--- config.mk ---
export PLATFORM = sky130hd
export DESIGN_NAME = dmem_ctrl
export DESIGN_NICKNAME = d
export VERILOG_FILES = /design/src/rtl/dmem_ctrl.sv
export SDC_FILE = /design/constraint.sdc
export NUM_CORES = 1
export LEC_CHECK = 0
export CORE_AREA = 2 2 114 116
export DETAILED_ROUTE_END_ITERATION = 8
export DIE_AREA = 0 0 116 118
export GPL_TIMING_DRIVEN = 0
export MAX_ROUTING_LAYER = met4
export PLACE_DENSITY_LB_ADDON = 0.12
export SYNTH_ARGS = -nofsm -noshare
export SYNTH_HDL_FRONTEND = slang
export SYNTH_SLANG_ARGS = --single-unit
--- constraint.sdc ---
create_clock -name clk -period 7.1 [get_ports clk]
set_input_delay 1.775 -clock clk [delete_from_list [all_inputs] [get_ports clk]]
set_output_delay 1.775 -clock clk [all_outputs]
set_load 0.01 [all_outputs]
--- src/rtl/dmem_ctrl.sv ---
// rtl/dmem_ctrl.sv - RV32I data-memory controller with byte-lane steering and req/ack bus
//
// Ports:
//   clk, rst_n           clock, asynchronous active-low reset
//   mem_addr_i           byte address from the MEM stage
//   mem_data_i           store data, LSB-justified
//   mem_we_i, mem_re_i   store / load request (both high is a store)
//   mem_funct3_i         size/sign: 000 B, 001 H, 010 W, 100 BU, 101 HU
//   stall_o              hold IF..MEM this cycle
//   load_data_o          extended load result (held until next load completes)
//   load_valid_o         one-cycle pulse when a load completes
//   misalign_o           request misaligned or illegal, no bus access made
//   bus_err_o            one-cycle pulse when an access times out
//   bus_req_o, bus_we_o, bus_addr_o, bus_be_o, bus_wdata_o  bus request side
//   bus_ack_i, bus_rdata_i                                  bus response side
module dmem_ctrl #(
    parameter int TIMEOUT_CYC = 255
) (
    input  logic        clk,
    input  logic        rst_n,
    input  logic [31:0] mem_addr_i,
    input  logic [31:0] mem_data_i,
    input  logic        mem_we_i,
    input  logic        mem_re_i,
    input  logic [2:0]  mem_funct3_i,
    output logic        stall_o,
    output logic [31:0] load_data_o,
    output logic        load_valid_o,
    output logic        misalign_o,
    output logic        bus_err_o,
    output logic        bus_req_o,
    output logic        bus_we_o,
    output logic [31:0] bus_addr_o,
    output logic [3:0]  bus_be_o,
    output logic [31:0] bus_wdata_o,
    input  logic        bus_ack_i,
    input  logic [31:0] bus_rdata_i
);

    localparam int CW = $clog2(TIMEOUT_CYC + 1);

    typedef enum logic [1:0] {S_IDLE, S_REQ, S_DONE} state_t;

    state_t        state, state_nx;
    logic [CW-1:0] cnt;
    logic [29:0]   word_q;
    logic [1:0]    lane_q;
    logic [1:0]    size_q;
    logic          sign_q;
    logic          we_q;
    logic          err_q;
    logic [3:0]    be_q;
    logic [31:0]   wdata_q;

    logic          acc, legal, aligned, bad, start, timeout;
    logic [1:0]    size_in;
    logic [3:0]    be_in;
    logic [31:0]   wdata_in;
    logic [31:0]   shifted;
    logic [31:0]   ext;

    // Size comes from funct3[1:0] for every legal encoding; funct3[2] marks unsigned.
    assign acc     = mem_we_i | mem_re_i;
    assign size_in = mem_funct3_i[1:0];

    always_comb begin
        legal = 1'b0;
        case (mem_funct3_i)
            3'b000, 3'b001, 3'b010: legal = 1'b1;
            3'b100, 3'b101:         legal = ~mem_we_i;
            default:                legal = 1'b0;
        endcase
    end

    always_comb begin
        aligned = 1'b1;
        case (size_in)
            2'b01:   aligned = ~mem_addr_i[0];
            2'b10:   aligned = (mem_addr_i[1:0] == 2'b00);
            default: aligned = 1'b1;
        endcase
    end

    assign bad   = acc & ~(legal & aligned);
    assign start = (state == S_IDLE) & acc & ~bad;

    always_comb begin
        be_in    = 4'b1111;
        wdata_in = mem_data_i;
        case (size_in)
            2'b00: begin
                be_in    = 4'b0001 << mem_addr_i[1:0];
                wdata_in = {4{mem_data_i[7:0]}};
            end
            2'b01: begin
                be_in    = 4'b0011 << mem_addr_i[1:0];
                wdata_in = {2{mem_data_i[15:0]}};
            end
            default: begin
                be_in    = 4'b1111;
                wdata_in = mem_data_i;
            end
        endcase
    end

    // Ack wins over timeout when both land on the final allowed cycle.
    assign timeout = ~bus_ack_i & (cnt == CW'(TIMEOUT_CYC - 1));

    assign shifted = bus_rdata_i >> {lane_q, 3'b000};

    always_comb begin
        ext = shifted;
        case (size_q)
            2'b00:   ext = {{24{sign_q & shifted[7]}}, shifted[7:0]};
            2'b01:   ext = {{16{sign_q & shifted[15]}}, shifted[15:0]};
            default: ext = shifted;
        endcase
    end

    always_comb begin
        state_nx   = state;
        stall_o    = 1'b0;
        misalign_o = 1'b0;
        bus_req_o  = 1'b0;
        case (state)
            S_IDLE: begin
                if (bad) begin
                    misalign_o = 1'b1;
                end else if (acc) begin
                    stall_o  = 1'b1;
                    state_nx = S_REQ;
                end
            end
            S_REQ: begin
                stall_o   = 1'b1;
                bus_req_o = 1'b1;
                if (bus_ack_i || timeout) begin
                    state_nx = S_DONE;
                end
            end
            S_DONE: begin
                state_nx = S_IDLE;
            end
            default: state_nx = S_IDLE;
        endcase
    end

    // Bus signals are only driven while a request is outstanding.
    assign bus_we_o     = bus_req_o & we_q;
    assign bus_addr_o   = bus_req_o ? {word_q, 2'b00} : 32'h0;
    assign bus_be_o     = bus_req_o ? (we_q ? be_q : 4'b1111) : 4'b0000;
    assign bus_wdata_o  = (bus_req_o & we_q) ? wdata_q : 32'h0;
    assign load_valid_o = (state == S_DONE) & ~we_q & ~err_q;
    assign bus_err_o    = (state == S_DONE) & err_q;

    always_ff @(posedge clk or negedge rst_n) begin
        if (!rst_n) begin
            state       <= S_IDLE;
            cnt         <= '0;
            word_q      <= '0;
            lane_q      <= '0;
            size_q      <= '0;
            sign_q      <= 1'b0;
            we_q        <= 1'b0;
            err_q       <= 1'b0;
            be_q        <= '0;
            wdata_q     <= '0;
            load_data_o <= '0;
        end else begin
            state <= state_nx;
            cnt   <= (state == S_REQ) ? cnt + 1'b1 : '0;
            if (start) begin
                word_q  <= mem_addr_i[31:2];
                lane_q  <= mem_addr_i[1:0];
                size_q  <= size_in;
                sign_q  <= ~mem_funct3_i[2];
                we_q    <= mem_we_i;
                err_q   <= 1'b0;
                be_q    <= be_in;
                wdata_q <= wdata_in;
            end
            if (state == S_REQ) begin
                if (bus_ack_i) begin
                    if (!we_q) begin
                        load_data_o <= ext;
                    end
                end else if (timeout) begin
                    err_q       <= 1'b1;
                    load_data_o <= '0;
                end
            end
        end
    end

endmodule

* After elaboration in Yosys (flattened, before gate mapping) *
Cells that the tools add are included.
Widths: inputs -> output; s select.

storage, ports and cells
  register bits after elaboration = 115
  input port bits = 104

operators by class
  reduce and logical (&&, ||, !) cells = 11
  bitwise gates (word level) = 20
  equal/unequal tests = 14
  shifts and indexed selects = 3
  mux-type cells = 27
  add/sub/neg operators = 1

operators with widths
  cell                 number
  $mux 32              5
  $pmux 32 s2          2
  $shr 32x5->32        1
  $and 1x1->1          11
  $mux 1               9
  $add 8x1->8 const B  1
  $eq 8x8->1 const B   1
  $logic_not 2->1      4
  $mux 4               2
  $mux 8               1
  $ne 2x2->1 const B   4
  $not 1->1            8
  $pmux 4 s2           1
  $eq 2x1->1 const B   3
  $eq 3x3->1 const B   2
  $mux 2               3
  $pmux 1 s2           3
  $reduce_and 3->1     2
  $eq 2x2->1 const B   2
  $pmux 2 s2           1
  $shl 1x2->4 const A  1
  $shl 2x2->4 const A  1
  $eq 3x1->1 const B   1
  $eq 3x2->1 const B   1
  other kinds (6)      6

* Longest topological paths before layout *
  word-level depth = 12
  mapped depth = 9

* Worst setup path before layout *
OpenSTA, ideal clock, no wires.

  path type = input -> output
  from = input mem_funct3_i[0]
  to = output misalign_o
  setup slack = 2195 ps
  stages = 6
  data arrival time = 3130 ps
  path through = inv_1 -> ha_1 -> buf_4 -> nor3_1 -> o22ai_1 -> a2111oi_0

between the ends
  longest elaborated chain between the ends = 8
  elaborated cells between the ends (all ways) = 16
  those cells by class = 6 x eq/ne; 4 x mux; 3 x bitwise; 3 x reduce/logical

ends and longest elaborated chain
  what                                                line  text
  from (decl)                                         25    input logic [2:0] mem_funct3_i,
  $eq 3x1->1 (tied with other cells)                  68    case (mem_funct3_i)
  $reduce_or 3->1 or $reduce_or 2->1 (tied branches)  68
  $pmux 1 s2                                          68
  $and 1x1->1 *                                       84    assign bad = acc & ~(legal & aligned);
  $not 1->1 *                                         84
  $and 1x1->1 *                                       84
  $mux 1 *                                            127   if (bad) begin
  $mux 1 *                                            125   case (state)
  to (decl)                                           29    output logic misalign_o,

Mark *: on every way between the ends. The rest lies on a longest branch, timed or not.

* Worst setup path after layout *
  from = input mem_funct3_i[1]
  to = output stall_o

between the ends
  longest elaborated chain between the ends = 8
  elaborated cells between the ends (all ways) = 16
  those cells by class = 6 x eq/ne; 4 x mux; 3 x bitwise; 3 x reduce/logical

ends and longest elaborated chain
  what                                                line  text
  $eq 3x1->1 (tied with other cells)                  68
  $reduce_or 3->1 or $reduce_or 2->1 (tied branches)  68
  $pmux 1 s2                                          68
  $and 1x1->1 *                                       84
  $not 1->1 *                                         84
  $and 1x1->1 *                                       84
  $mux 1 *                                            127
  $pmux 1 s2 *                                        125
  to (decl)                                           26    output logic stall_o,

Marks and branches as above.

==> results.json <==
{
  "switching_power_mw": 0.954,
  "critical_path_source_type": "input pin",
  "setup.worst_path.class": "input pin to primary output",
  "cp_max_fo": 10,
  "ys_types": 50,
  "grt_pass1_wl_mm": 27.7,
  "final_cell_count_no_fill": 932,
  "finalCritPeriodShare_pct": 86.2,
  "globalRouteOverflowTotal": 0,
  "power.switching_fraction_pct": 30.5,
  "fin_skew_ns": 0.00602,
  "routed-via-count": 5098,
  "first_global_vias": 5473,
  "ys_top_cells_by_area": "sky130_fd_sc_hd__dfrtp_1 (48%), sky130_fd_sc_hd__mux2_1 (8.3%), sky130_fd_sc_hd__mux2_2 (6.2%)",
  "first_iter_violations": 345,
  "timing_max_transition_violations_final": 0,
  "period_needed_ns": 6.12,
  "p_per_area_nw_per_um2": 353,
  "clock_power_share_pct": 27.8,
  "synthesis.area_per_instance_um2": 11.4,
  "grt_start_max_net_pins": 65,
  "viasPerCell": 5.47,
  "initial_core_util_pct": 48.0,
  "required_time_at_the_endpoint_of_the_critical_path_ns": 5.33,
  "number_of_detailed_route_iterations_in_the_first_pass": 5,
  "postCtsSetupBuffers": 0,
  "post_route_cells_drive_above_1_share_pct": 12.9,
  "synth_top_area_share_pct": 48.3,
  "clock.fmax_mhz": 163,
  "antenna-diode-count": 0,
  "seq_power_share_pct": 34.7,
  "ctsHtreeMaxLevel": 4,
  "pint_mw": 2.18,
  "setup_viol_count_final": 0,
  "endpoint_kind": "primary output",
  "cts_hold_repair.buffers": 0,
  "max-slew-margin-rel_pct": 44.3,
  "power_leakage_nw": 3.99,
  "ys_warns": 0,
  "placement_rows": 41,
  "cts_buffer_depth": 2,
  "yosysMostFrequentCell": "sky130_fd_sc_hd__dfrtp_1",
  "synth.yosys.seq_area_share_pct": 48.3,
  "tritoncts.num_buffers": 17,
  "rsz_0062_raised_after_global_routing": "no",
  "synth-main-ff-cell": "sky130_fd_sc_hd__dfrtp_1",
  "final_net_count": 858,
  "worst_setup_hold_path_clk_slew_ns": 0.05,
  "vdd_ir_drop_max_v": 0.000194,
  "die-height_um": 118,
  "coreArea_um2": 12400,
  "areaGrowthSynthToFinish_pct": 49.1,
  "placed_cells": 902,
  "max_slew.worst_pin.slew_ns": 0.835,
  "min_path_type": "register to register",
  "async_flop_share_pct": 100,
  "drt-total-wl_mm": 17.1,
  "timing.final.hold_violations": 0,
  "grt.total_usage_pct": 27.0,
  "maxCapViolations": 0,
  "ant_nets": 0,
  "yosys-top-cells-count": "sky130_fd_sc_hd__dfrtp_1 (115), sky130_fd_sc_hd__mux2_1 (44), sky130_fd_sc_hd__and3_1 (33), sky130_fd_sc_hd__mux2_2 (33), sky130_fd_sc_hd__nand2_1 (32)",
  "antenna_found_initial": 0,
  "route.detailed.wl_per_inst_um": 18.4,
  "cts-resized-gates": 0,
  "postSynthCellCount": 521,
  "crit_arrival_ns": 4.34,
  "cts_root_buffer": "sky130_fd_sc_hd__clkbuf_16",
  "tritoncts": "done",
  "combinational_cell_fraction_of_total_power_pct": 37.5,
  "clkSinkCount": 115,
  "ys_seq_elements": 115,
  "drcViolationCount": 0,
  "io_buffer_count": 207,
  "gp_routability_congestion": 0.855,
  "yosys.area.top_type": "sky130_fd_sc_hd__dfrtp_1",
  "fillerInstances": 924,
  "run_status": "completed",
  "die_x_um": 116,
  "detailedPlacementHpwl_mm": 12.9,
  "combined_area_of_all_synthesized_cells_um2": 5950,
  "dieArea_um2": 13700,
  "finalCoreUtilization_pct": 71.5,
  "synth-edff-count": 0,
  "design.portCount": 210,
  "clk_latency_ns": 0.42
}
placed cells by master (no fill, tap or decap), types with 9 or more instances in the layout:
cell type / synthesis / layout
sky130_fd_sc_hd__inv_1: 11 / 11
sky130_fd_sc_hd__a22o_1: 9 / 9
sky130_fd_sc_hd__and2_1: 31 / 31
sky130_fd_sc_hd__a221o_1: 9 / 9
sky130_fd_sc_hd__o21ai_0: 12 / 12
sky130_fd_sc_hd__a21oi_1: 12 / 12
sky130_fd_sc_hd__mux2_2: 33 / 33
sky130_fd_sc_hd__clkdlybuf4s50_1: 0 / 206
sky130_fd_sc_hd__nand2_1: 32 / 32
sky130_fd_sc_hd__clkbuf_16: 0 / 17
sky130_fd_sc_hd__nor2_1: 23 / 23
sky130_fd_sc_hd__dfrtp_1: 115 / 115
sky130_fd_sc_hd__mux2i_1: 29 / 29
sky130_fd_sc_hd__nand3b_1: 9 / 9
sky130_fd_sc_hd__buf_2: 11 / 11
sky130_fd_sc_hd__clkbuf_1: 17 / 19
sky130_fd_sc_hd__and3_1: 33 / 33
sky130_fd_sc_hd__mux2_1: 44 / 44
registers in the layout (all words and copies together), names as in the netlist, 2 cells and up:
name / flops
word_q: 30
size_q: 2
load_data_o: 32
state: 2
lane_q: 2
cnt: 8
wdata_q: 32
be_q: 4
worst max-delay path, stage by stage:
cell                              delay [ns]
sky130_fd_sc_hd__clkdlybuf4s50_1        0.52
sky130_fd_sc_hd__inv_1                  0.08
sky130_fd_sc_hd__ha_1                   0.24
sky130_fd_sc_hd__nor2_2                 0.40
sky130_fd_sc_hd__o22ai_1                0.18
sky130_fd_sc_hd__nand3_1                0.15
sky130_fd_sc_hd__buf_4                  0.23
sky130_fd_sc_hd__buf_6                  0.19
sky130_fd_sc_hd__nand2_1                0.06
sky130_fd_sc_hd__clkdlybuf4s50_1        0.51
worst paths after layout:
kind | start | end | slack, ns | cells after the start
max | mem_funct3_i[1] | stall_o | 0.98 | 10
min | word_q[26] | word_q[26] | 0.48 | 1
max reg2reg | state[1] | load_data_o[10] | 5.07 | 6
min reg2reg | word_q[26] | word_q[26] | 0.48 | 1
max in group asynchronous | rst_n | wdata_q[5] | 4.90 | 2
min in group asynchronous | rst_n | word_q[5] | 1.45 | 1
final cells by class:
cell class | count | area (µm²) | area share (%)
sequential | 115 | 2880 | 32.4
clock buffer | 27 | 543 | 6.12
clock inverter | 3 | 65.1 | 0.733
timing repair buffer | 208 | 2100 | 23.6
buffer | 42 | 246 | 2.78
inverter | 12 | 45.0 | 0.507
multi-input combinational | 353 | 2790 | 31.4
tap | 172 | 215 | 2.42
logic make-up (layout without fill, tap and decap cells):
kind of cell | Yosys count | after routing | share of synthesized area [%]
other cells | 1 | 2 | 0.0630
compound gates | 80 | 80 | 10.4
xor+xnor | 7 | 7 | 1.03
buf+inv | 54 | 292 | 4.90
fa+ha+maj | 5 | 5 | 1.05
flops | 115 | 115 | 48.3
mux | 107 | 107 | 19.8
simple gates | 152 | 152 | 14.4
routing by layer:
metal,vias up,track usage (%),routed length [µm]
li1,2328,-,-
met3,50,7.31,1180
met5,-,-,0
met1,2521,32.0,6740
met4,0,12.1,555
met2,199,43.0,8650
power groups by stage:
stage	Sequential, mW	Clock (mW)	Combinational (mW)
floorplan	1.08	0	0.616
CTS	1.08	0.880	1.18
global route	1.12	0.916	1.27
detailed placement	1.09	0	1.18
global placement	1.08	0	1.14
finish	1.09	0.869	1.18
metrics by stage:
step,area [µm²],power [mW],setup TNS (ns),hold slack (ns),worst slack [ns]
6_report,8880,3.13,0,0.478,0.980
5_1_grt,8880,3.30,0,0.491,0.756
4_1_cts,8880,3.15,0,0.485,0.943
3_5_place_dp,8270,2.27,0,0.473,0.947
3_3_place_gp,8240,2.22,-8.24,0.466,-0.0833
2_1_floorplan,5960,1.70,0,0.456,2.19
Note: power is estimated with default switching activity, not from simulation.
